**src/rtl/hazard_ctrl.sv**
```systemverilog
// Pipeline hazard controller: branch/jump flushes, load-use stall, multi-cycle
// mul/div stall sequencer and a saturating stall-cycle counter.
//
// state | meaning
// IDLE  | no mul/div in progress; md_start begins a sequence
// BUSY  | mul/div occupying EX, rem cycles of stall left before release
module hazard_ctrl #(
    parameter int REG_ADDR_W   = 5,
    parameter int MD_LATENCY   = 4,
    parameter bit BRANCH_IN_EX = 1,
    parameter int CNT_W        = 16
) (
    input  logic                  clk,
    input  logic                  rst,
    input  logic                  jump,
    input  logic                  pc_src,
    input  logic [REG_ADDR_W-1:0] id_rs,
    input  logic [REG_ADDR_W-1:0] id_rt,
    input  logic                  id_uses_rt,
    input  logic                  ex_mem_read,
    input  logic [REG_ADDR_W-1:0] ex_rt,
    input  logic                  md_start,
    input  logic                  cnt_clr,
    output logic                  pc_write,
    output logic                  if_id_write,
    output logic                  id_ex_write,
    output logic                  if_id_flush,
    output logic                  id_ex_flush,
    output logic                  ex_mem_flush,
    output logic                  md_busy,
    output logic [CNT_W-1:0]      stall_cycles
);

    typedef enum logic {
        IDLE = 1'b0,
        BUSY = 1'b1
    } state_t;

    localparam logic [3:0]       REM_INIT = 4'(MD_LATENCY - 2);
    localparam logic [CNT_W-1:0] CNT_ONE  = {{(CNT_W-1){1'b0}}, 1'b1};
    localparam logic [CNT_W-1:0] CNT_MAX  = {CNT_W{1'b1}};

    state_t     state;
    state_t     state_nxt;
    logic [3:0] rem;
    logic [3:0] rem_nxt;
    logic       load_use;
    logic       md_stall;

    always_comb begin
        load_use = ex_mem_read && (ex_rt != '0) &&
                   ((ex_rt == id_rs) || (id_uses_rt && (ex_rt == id_rt)));
        md_stall = ((state == IDLE) && md_start) || (state == BUSY);
    end

    // Only the highest-priority active event shapes the outputs.
    always_comb begin
        pc_write     = 1'b1;
        if_id_write  = 1'b1;
        id_ex_write  = 1'b1;
        if_id_flush  = 1'b0;
        id_ex_flush  = 1'b0;
        ex_mem_flush = 1'b0;
        if (rst) begin
            pc_write = 1'b1;
        end else if (pc_src) begin
            if_id_flush  = 1'b1;
            id_ex_flush  = 1'b1;
            ex_mem_flush = !BRANCH_IN_EX;
        end else if (md_stall) begin
            pc_write     = 1'b0;
            if_id_write  = 1'b0;
            id_ex_write  = 1'b0;
            ex_mem_flush = 1'b1;
        end else if (load_use) begin
            pc_write    = 1'b0;
            if_id_write = 1'b0;
            id_ex_flush = 1'b1;
        end else if (jump) begin
            if_id_flush = 1'b1;
        end
        md_busy = !rst && (state == BUSY);
    end

    // md_start stays high while EX is held, so BUSY ignores it.
    always_comb begin
        state_nxt = state;
        rem_nxt   = rem;
        if (pc_src) begin
            state_nxt = IDLE;
            rem_nxt   = 4'd0;
        end else begin
            case (state)
                IDLE: begin
                    if (md_start) begin
                        rem_nxt   = REM_INIT;
                        state_nxt = (MD_LATENCY > 2) ? BUSY : IDLE;
                    end
                end
                BUSY: begin
                    rem_nxt = rem - 4'd1;
                    if (rem == 4'd1) begin
                        state_nxt = IDLE;
                    end
                end
                default: begin
                    state_nxt = IDLE;
                    rem_nxt   = 4'd0;
                end
            endcase
        end
    end

    always_ff @(posedge clk) begin
        if (rst) begin
            state        <= IDLE;
            rem          <= 4'd0;
            stall_cycles <= '0;
        end else begin
            state <= state_nxt;
            rem   <= rem_nxt;
            if (cnt_clr) begin
                stall_cycles <= '0;
            end else if (!pc_write && (stall_cycles != CNT_MAX)) begin
                stall_cycles <= stall_cycles + CNT_ONE;
            end
        end
    end

endmodule

```
**config.mk**
```make
export PLATFORM = sky130hd
export DESIGN_NAME = hazard_ctrl
export DESIGN_NICKNAME = d
export VERILOG_FILES = /design/src/rtl/hazard_ctrl.sv
export SDC_FILE = /design/constraint.sdc
export NUM_CORES = 1
export LEC_CHECK = 0
export ABC_AREA = 1
export CORE_MARGIN = 2
export CORE_UTILIZATION = 47
export DETAILED_ROUTE_END_ITERATION = 6
export GPL_ROUTABILITY_DRIVEN = 0
export GPL_TIMING_DRIVEN = 0
export MAX_ROUTING_LAYER = met4
export PLACE_DENSITY = 0.8
export SLEW_MARGIN = 5
export SYNTH_ARGS = -nofsm -noshare
export SYNTH_HDL_FRONTEND = slang
export SYNTH_SLANG_ARGS = --single-unit
```
**constraint.sdc**
```tcl
create_clock -name clk -period 1.74 [get_ports clk]
set_input_delay 0.348 -clock clk [delete_from_list [all_inputs] [get_ports clk]]
set_output_delay 0.348 -clock clk [all_outputs]
set_load 0.005 [all_outputs]
```
==> flow_summary.toml, run 1 <==
[outcome]
status = "finished, final reports clean"

[setup_path]
critPathMaxStageDelay_ns = 0.38
critPathSlowestCell = "dfxtp_4"
end_kind = "output port"
worstPathArrival_ns = 1.37
cp_max_fo = 5
path_cells = "nor2_4 > buf_6 > nand3_1 > a21oi_2 > buf_2"
crit_buf_inv = 2
start_kind = "flip-flop"
required_ns = 1.39
worstSetupPathType = "flip-flop to output port"
cpLargestDelayFamily = "flip-flops"

[job]
maxCapViolations = 0

[clock_tree]
cts-root-buf = "clkbuf_4"
cts_hold_buf = 0
clk_pin_slew_ns = 0.12
clock_path_buffers = 2
cts_tree = "built"
cts_made_buffers = 3
clk_latency_ns = 0.31
clock_sinks = 21
htree_levels = 1

[synth]
syn_inst = 226
synth-simple-area-share = 0.379
yosys.area_share.adder = 0.0251
ys_types = 26
yosysWarnings = 0
netlist_area_sq_um = 1490
post-synth-top-area-cell = "dfxtp_1"
synth_compound_area_frac = 0.122
synth_nets = 252
synth_xor_area_frac = 0.0821
yosys_register_bits = 21
synth_top_area_share = 0.281
synthTopCellsByArea = "dfxtp_1 (28%), nand2_1 (16%), nand4_1 (7.5%), inv_1 (7.0%), xor2_1 (6.4%)"
synth_area_per_cell_sq_um = 6.61
synthMuxAreaShare = 0
ys_seq_area_frac = 0.281
synth_top_family_by_area = "simple AND/OR/NAND/NOR gates"

[final_layout]
n_antenna_cell = 0
syn_to_final_growth_pct = 50.8
post_layout_nonfiller_instances = 335
nFillCells = 237
final_nets = 318
drive_above_1_share = 0.330
postLayoutCellArea_sq_um = 2250

[routing]
wire_per_inst_um = 12.3
vias = 1709
drt_iter0_markers = 99
dr.pass1.iters = 4
totalWireLength_um = 4140
drc = 0
antenna_left = 0
viasPerCell = 5.10

[power]
power.density_nw_per_um2 = 423
report.power.total_mw = 0.954
p_leak_nw = 0.939
max-vdd-ir-drop_uv = 403

[sta]
fin_worst_skew_ns = 0.00165
fin_crit_ns = 1.72
maxSlewViolCount = 0
fmax_ghz = 0.583
tns_ns = 0
setup_violations = 0
relSlewSlack = 0.524
period_share = 0.986
worst_pin_slew_ns = 0.714
hold_viol_final = 0
setup_ws_ns = 0.0241

[place]
dpl.hpwl_um = 2770
io_buffers = 45
placed_area_sq_um = 2000
dp.cells = 315
place_ws_ns = -1.08

[floorplan]
rows = 20
die_w_um = 60.4
io_pins = 46
dieArea_sq_um = 3650
die_height_um = 60.4
initial_core_util = 0.493
fp.coreArea_sq_um = 3030

[global_route]
overflow = 0
antenna_found_initial = 0
grt_pass1_wl_um = 6470
grt_pass1_vias = 1481
grt_max_degree = 13
grt_use_total = 0.242

[min_path]
hold_class = "flip-flop to flip-flop"
## flip-flops by register name, indices dropped and copies added, names as in the netlist
name and count:
state 1, rem 4, stall_cycles 16
## worst register-to-register path, delay by kind of cell (launching register included)
kind            cells  cell delay [ns]
flops               1             0.39
compound gates      1             0.13
simple gates        7             0.76
buf+inv             1             0.14
fa+ha+maj           1             0.15
## layout make-up
type                       count  area, sq um  area share
buffer                         6         46.3      0.0205
clock inverter                 1         5.00     0.00222
inverter                      33          129      0.0572
clock buffer                   3         22.5     0.00999
tap                           44         55.1      0.0244
sequential                    21          429       0.190
multi-input combinational    165         1020       0.454
timing repair buffer          62          544       0.242
## power by group
| part | leakage [nW] | internal [mW] | switching (mW) |
|---|---|---|---|
| Combinational | 0.749 | 0.104 | 0.119 |
| Clock | 0.0177 | 0.0861 | 0.158 |
| Sequential | 0.172 | 0.485 | 0.00314 |
| Total | 0.939 | 0.674 | 0.280 |
## through the flow
stage / util / hold WS, ns
after global placement: 0.660 / 0.455
final: 0.744 / 0.471
after detailed placement: 0.660 / 0.458
after global routing: 0.744 / 0.507
after floorplan: - / 0.442
after CTS: 0.693 / 0.476
## kinds of logic (layout without fill, tap and decap cells)
group,after synthesis,in the layout
XOR/XNOR,14,14
adder cells (fa/ha/maj),3,3
buffers and inverters,40,105
AO/OA/AOI/OAI,27,27
AND/OR/NAND/NOR,121,121
flip-flops,21,21
## Yosys cell counts
| library cell | n |
|---|---|
| nor2_4 | 2 |
| o21ai_0 | 4 |
| inv_2 | 5 |
| nor2_1 | 23 |
| clkbuf_1 | 3 |
| a21oi_2 | 10 |
| xor2_1 | 11 |
| nand2_1 | 63 |
| nand4_1 | 18 |
| xnor2_1 | 3 |
| nand3b_4 | 1 |
| buf_2 | 2 |
| a21oi_1 | 10 |
| dfxtp_1 | 21 |
| inv_1 | 28 |
| nor3_1 | 1 |
| buf_6 | 1 |
| nand3_2 | 1 |
| o211ai_1 | 1 |
| nand3_4 | 1 |
| ha_1 | 3 |
| nand3_1 | 10 |
| a221oi_1 | 1 |
| a41oi_1 | 1 |
| buf_4 | 1 |
| nand2_2 | 1 |
## final timing paths
path	startpoint	to	depth (start not counted)	slack, ns
hold / removal	rem[3]	rem[3]	2	0.47
setup reg to reg	stall_cycles[1]	stall_cycles[13]	10	0.10
setup / recovery	state	if_id_flush	5	0.02
hold reg to reg	rem[3]	rem[3]	2	0.47
## routing by layer
layer,GRT usage,vias to the layer above,part of all wire
met5,-,-,0
met4,0.0825,0,0.029
met3,0.0554,15,0.054
met2,0.371,56,0.48
met1,0.314,775,0.44
li1,-,863,-
## cell usage in the layout (no fill, tap or decap), types with 3 or more instances in the layout
master,netlist,routed
clkdlybuf4s50_1,0,18
nor2_4,2,5
xnor2_1,3,3
nand2_2,1,11
nand3_1,10,8
clkdlybuf4s15_1,0,3
nand2_4,0,3
o21ai_0,4,3
nand2_1,63,50
inv_1,28,24
inv_2,5,8
buf_6,1,12
xor2_1,11,11
dfxtp_1,21,16
buf_2,2,9
clkbuf_4,0,3
nand4_1,18,18
buf_4,1,16
a21oi_1,10,8
a21oi_2,10,12
dfxtp_2,0,4
nor2_1,23,18
dlygate4sd2_1,0,6
## timing repair
| action | CTS | global route |
|---|---|---|
| setup endpoints to repair | 21 | 20 |
| buffers inserted | 12 | 6 |
| pin swaps | 23 | 23 |
| gates resized for setup | 108 | 38 |
Power figures use the tool's default switching activity.
==> inputs of run 2 (changes only) <==
clock period = 1.95 ns   (was 1.74 ns; I/O delays follow)
==> flow_summary.toml, run 2 (synthesis gave the netlist of run 1 again) <==
[clock_tree]
htree_levels = 1
clk_latency_ns = 0.31
cts_made_buffers = 3
clock_path_buffers = 2
clock_sinks = 21
cts_hold_buf = 0
cts-root-buf = "clkbuf_4"
clk_pin_slew_ns = 0.12
cts_tree = "built"

[setup_path]
r2r_setup_slack_ns = 0.12
end_kind = "output port"
rr_worst_depth = 10
required_ns = 1.56
cp_max_fo = 3
path_cells = "dlygate4sd2_1 > nor2_4 > inv_1 > nor2_1 > clkdlybuf4s50_1"
worstSetupPathType = "input port to output port"
start_kind = "input port"
worstPathArrival_ns = 1.49
critPathMaxStageDelay_ns = 0.52
critPathSlowestCell = "clkdlybuf4s50_1"

[final_layout]
multi_input_area_sq_um = 967
drive_above_1_share = 0.252
regMostFlops = "stall_cycles"
final_nets = 309
postLayoutCellArea_sq_um = 2060
largest_reg_flops = 16
n_antenna_cell = 0
post-route-util = 0.681
register_area_sq_um = 424
syn_to_final_growth_pct = 37.9
layout_commonest_cell = "nand2_1"
mostFrequentLayoutCells = "nand2_1 (59), inv_1 (28), clkdlybuf4s50_1 (22)"
reg_top3 = "stall_cycles (16), rem (4), state (1)"
nFillCells = 274

[power]
max-vdd-ir-drop_uv = 259
power.density_nw_per_um2 = 401
p_leak_nw = 0.860

[floorplan]
die_height_um = 60.4
dieArea_sq_um = 3650
die_w_um = 60.4
initial_core_util = 0.493
fp.coreArea_sq_um = 3030
rows = 20
io_pins = 46

[min_path]
hold_class = "input port to flip-flop"
hold_depth = 4

[routing]
drc = 0
totalWireLength_um = 3820
viasPerCell = 5.00
wire_per_inst_um = 11.7
dr.pass1.iters = 4
drt_iter0_markers = 83
antenna_left = 0
vias = 1631

[sta]
holdWs_ns = 0.436
setup_ws_ns = 0.0722
period_share = 0.963
fin_worst_skew_ns = 0.00204
tns_ns = 0
relSlewSlack = 0.520
maxSlewViolCount = 0
fmax_ghz = 0.533
fin_crit_ns = 1.88
hold_viol_final = 0
worst_pin_slew_ns = 0.720
rsz0062_at_grt = "true"
setup_violations = 0

[global_route]
grt_use_total = 0.231
antenna_found_initial = 0
grt_max_degree = 13
overflow = 0
grt_pass1_vias = 1403
grt_pass1_wl_um = 6180

[place]
place_ws_ns = -0.954
dpl.hpwl_um = 2770
io_buffers = 45
placed_area_sq_um = 2000

[outcome]
status = "finished, final reports clean"

[job]
maxCapViolations = 0
run 2: changes by cell type in the layout (fill, tap and decap cells not counted), sizes merged:
cell,delta
clkdlybuf4s15,-3
clkdlybuf4s50,+4
buf,-19
clkbuf,+11
dlygate4sd2,-2
run 2: worst max-delay path: cells and delay by family:
family                 cells  cell delay, ns
buffers and inverters      3            0.84
and+or+nand+nor            2            0.25
run 2: power breakdown:
part / switching [mW] / internal (mW)
combinational: 0.0948 / 0.0755
sequential: 0.00372 / 0.433
clock: 0.142 / 0.0767
run 2: layer usage:
layer	global-route usage	up-vias	wire, um
met5	-	-	0
met4	0.0603	0	72
met3	0.0533	8	201
met2	0.348	48	1790
met1	0.312	732	1760
li1	-	843	-
run 2: repair_timing:
action	CTS	global route
gates resized for setup	57	39
setup endpoints to repair	6	17
setup buffers	6	2
gates cloned	0	0
hold endpoints to repair	0	0
pin swaps	12	16
run 2: through the flow:
| step | std cells | power [mW] |
|---|---|---|
| after floorplan | 226 | 0.524 |
| after global placement | 315 | 0.605 |
| after detailed placement | 315 | 0.608 |
| after CTS | 325 | 0.829 |
| after global routing | 326 | 0.864 |
| final | 326 | 0.826 |
run 2: final cells by class:
cell class	instances	area share
Clock inverter	1	0.00243
Buffer	6	0.0194
Timing Repair Buffer	53	0.205
Clock buffer	3	0.0109
Sequential cell	21	0.206
Multi-Input combinational cell	165	0.469
Tap cell	44	0.0267
Inverter	33	0.0601
run 2: worst paths after layout:
check | from | end
worst min register to register | rem[3] | rem[3]
worst max register to register | stall_cycles[0] | stall_cycles[5]
worst max-delay path | pc_src | ex_mem_flush
worst min-delay path | rst | rem[1]
==> inputs of run 3 (changes only) <==
CORE_MARGIN = unset   (was 2)
CTS_CLUSTER_DIAMETER = 100   (was unset)
==> flow_summary.toml, run 3 (synthesis gave the netlist of run 1 again) <==
[setup_path]
worstSetupPathDepth = 12
worstSetupPathType = "input port to output port"
cpLargestDelayFamily = "simple AND/OR/NAND/NOR gates"
rr_endpoint = "stall_cycles[5]"
r2r_setup_slack_ns = 0.14
critPathMaxStageDelay_ns = 0.20
crit_start = "ex_rt[1]"
rr_worst_depth = 10
crit_top_cell = "nand2_4"
cp_max_fo = 3
path_cells = "clkdlybuf4s15_2 > inv_2 > nand2_1 > nand2_1 > nor2_2 > nand3_2 > nand2_2 > nand2_4 > nand2_4 > nand2_4 > buf_6 > buf_6"
start_kind = "input port"
r2r_start = "stall_cycles[0]"
required_ns = 1.56
critPathSlowestCell = "clkdlybuf4s15_2"
crit_buf_inv = 4
end_kind = "output port"
worstPathArrival_ns = 1.48
endpoint = "pc_write"

[final_layout]
nFillCells = 270
syn_to_final_growth_pct = 40.5
post-route-util = 0.693
multi_input_area_sq_um = 961
mostFrequentLayoutCells = "nand2_1 (60), inv_1 (27), clkdlybuf4s50_1 (21)"
register_area_sq_um = 424
n_antenna_cell = 0
final_nets = 308
regMostFlops = "stall_cycles"
layout_commonest_cell = "nand2_1"
drive_above_1_share = 0.214
reg_top3 = "stall_cycles (16), rem (4), state (1)"
largest_reg_flops = 16

[routing]
drc = 0
wire_per_inst_um = 11.3
totalWireLength_um = 3680
viasPerCell = 4.95
vias = 1609
drt_iter0_markers = 67
dr.pass1.iters = 4
antenna_left = 0

[global_route]
grt_use_total = 0.243
grt_pass1_vias = 1420
grt.met2_usage = 0.389
overflow = 0
use_met3 = 0.0396
grt_pass1_wl_um = 6270
grt.met1_usage = 0.330
antenna_found_initial = 0
grt_max_degree = 13
top_usage_layer = "met2"

[sta]
fin_worst_skew_ns = 0.00300
setup_violations = 0
period_share = 0.960
tns_ns = 0
fin_crit_ns = 1.87
worst_pin_slew_ns = 0.730
fmax_ghz = 0.534
holdWs_ns = 0.438
hold_viol_final = 0
maxSlewViolCount = 0
relSlewSlack = 0.513

[outcome]
status = "finished, final reports clean"

[clock_tree]
cts_hold_buf = 0
clock_path_buffers = 2
clk_pin_slew_ns = 0.12
clock_sinks = 21
cts-root-buf = "clkbuf_4"
cts_tree = "built"
cts_made_buffers = 3
clk_latency_ns = 0.31
htree_levels = 1

[floorplan]
fp.coreArea_sq_um = 3030
rows = 20
io_pins = 46
die_w_um = 58.4
dieArea_sq_um = 3410
initial_core_util = 0.493
die_height_um = 58.4

[power]
report.power.total_mw = 0.827
power.density_nw_per_um2 = 394
p_leak_nw = 0.874
max-vdd-ir-drop_uv = 253

[min_path]
hold_depth = 4
hold_class = "input port to flip-flop"

[job]
maxCapViolations = 0

[place]
dpl.hpwl_um = 2750
io_buffers = 45
## run 3: worst min-delay path: stages
cell,delay (ns)
clkbuf_2,0.17
nor2_4,0.04
inv_1,0.06
a221oi_1,0.05
## run 3: worst min-delay path by stage
stage | end | start | slack (ns)
after floorplan | rem[3] | rem[3] | 0.44
after global placement | rem[3] | rem[3] | 0.46
after detailed placement | rem[3] | rem[3] | 0.46
after CTS | rem[3] | rem[3] | 0.48
after global routing | rem[1] | rst | 0.44
final | rem[1] | rst | 0.44
## run 3: per-stage QoR
stage / instance area (sq um) / instances / setup WS [ns]
after CTS: 2090 / 324 / -0.0174
after floorplan: 1490 / 226 / 0.190
final: 2100 / 325 / 0.0775
after detailed placement: 2000 / 315 / -1.00
after global placement: 2000 / 315 / -0.945
after global routing: 2100 / 325 / -0.0339
## run 3: power breakdown
group | internal, mW | total [mW] | switching (mW) | leakage (nW)
combinational | 0.0792 | 0.173 | 0.0941 | 0.685
clock | 0.0767 | 0.217 | 0.140 | 0.0177
sequential | 0.433 | 0.437 | 0.00381 | 0.171
## run 3: timing repair
item	in CTS	in global routing
endpoints found under the setup margin	6	16
buffers inserted	5	2
resized for setup	56	26
cloned	0	0
pin swaps	15	12
## run 3: layout make-up
type                       count  area share
clock buffer                   3      0.0107
inverter                      33      0.0590
sequential                    21       0.202
buffer                         6      0.0191
timing repair buffer          52       0.223
multi-input combinational    165       0.458
clock inverter                 1     0.00238
tap                           44      0.0262
## run 3: metal layers
metal / vias up / part of all wire
met3: 2 / 0.038
met1: 728 / 0.47
met4: 0 / 0.0065
met5: - / 0
li1: 840 / -
met2: 39 / 0.49
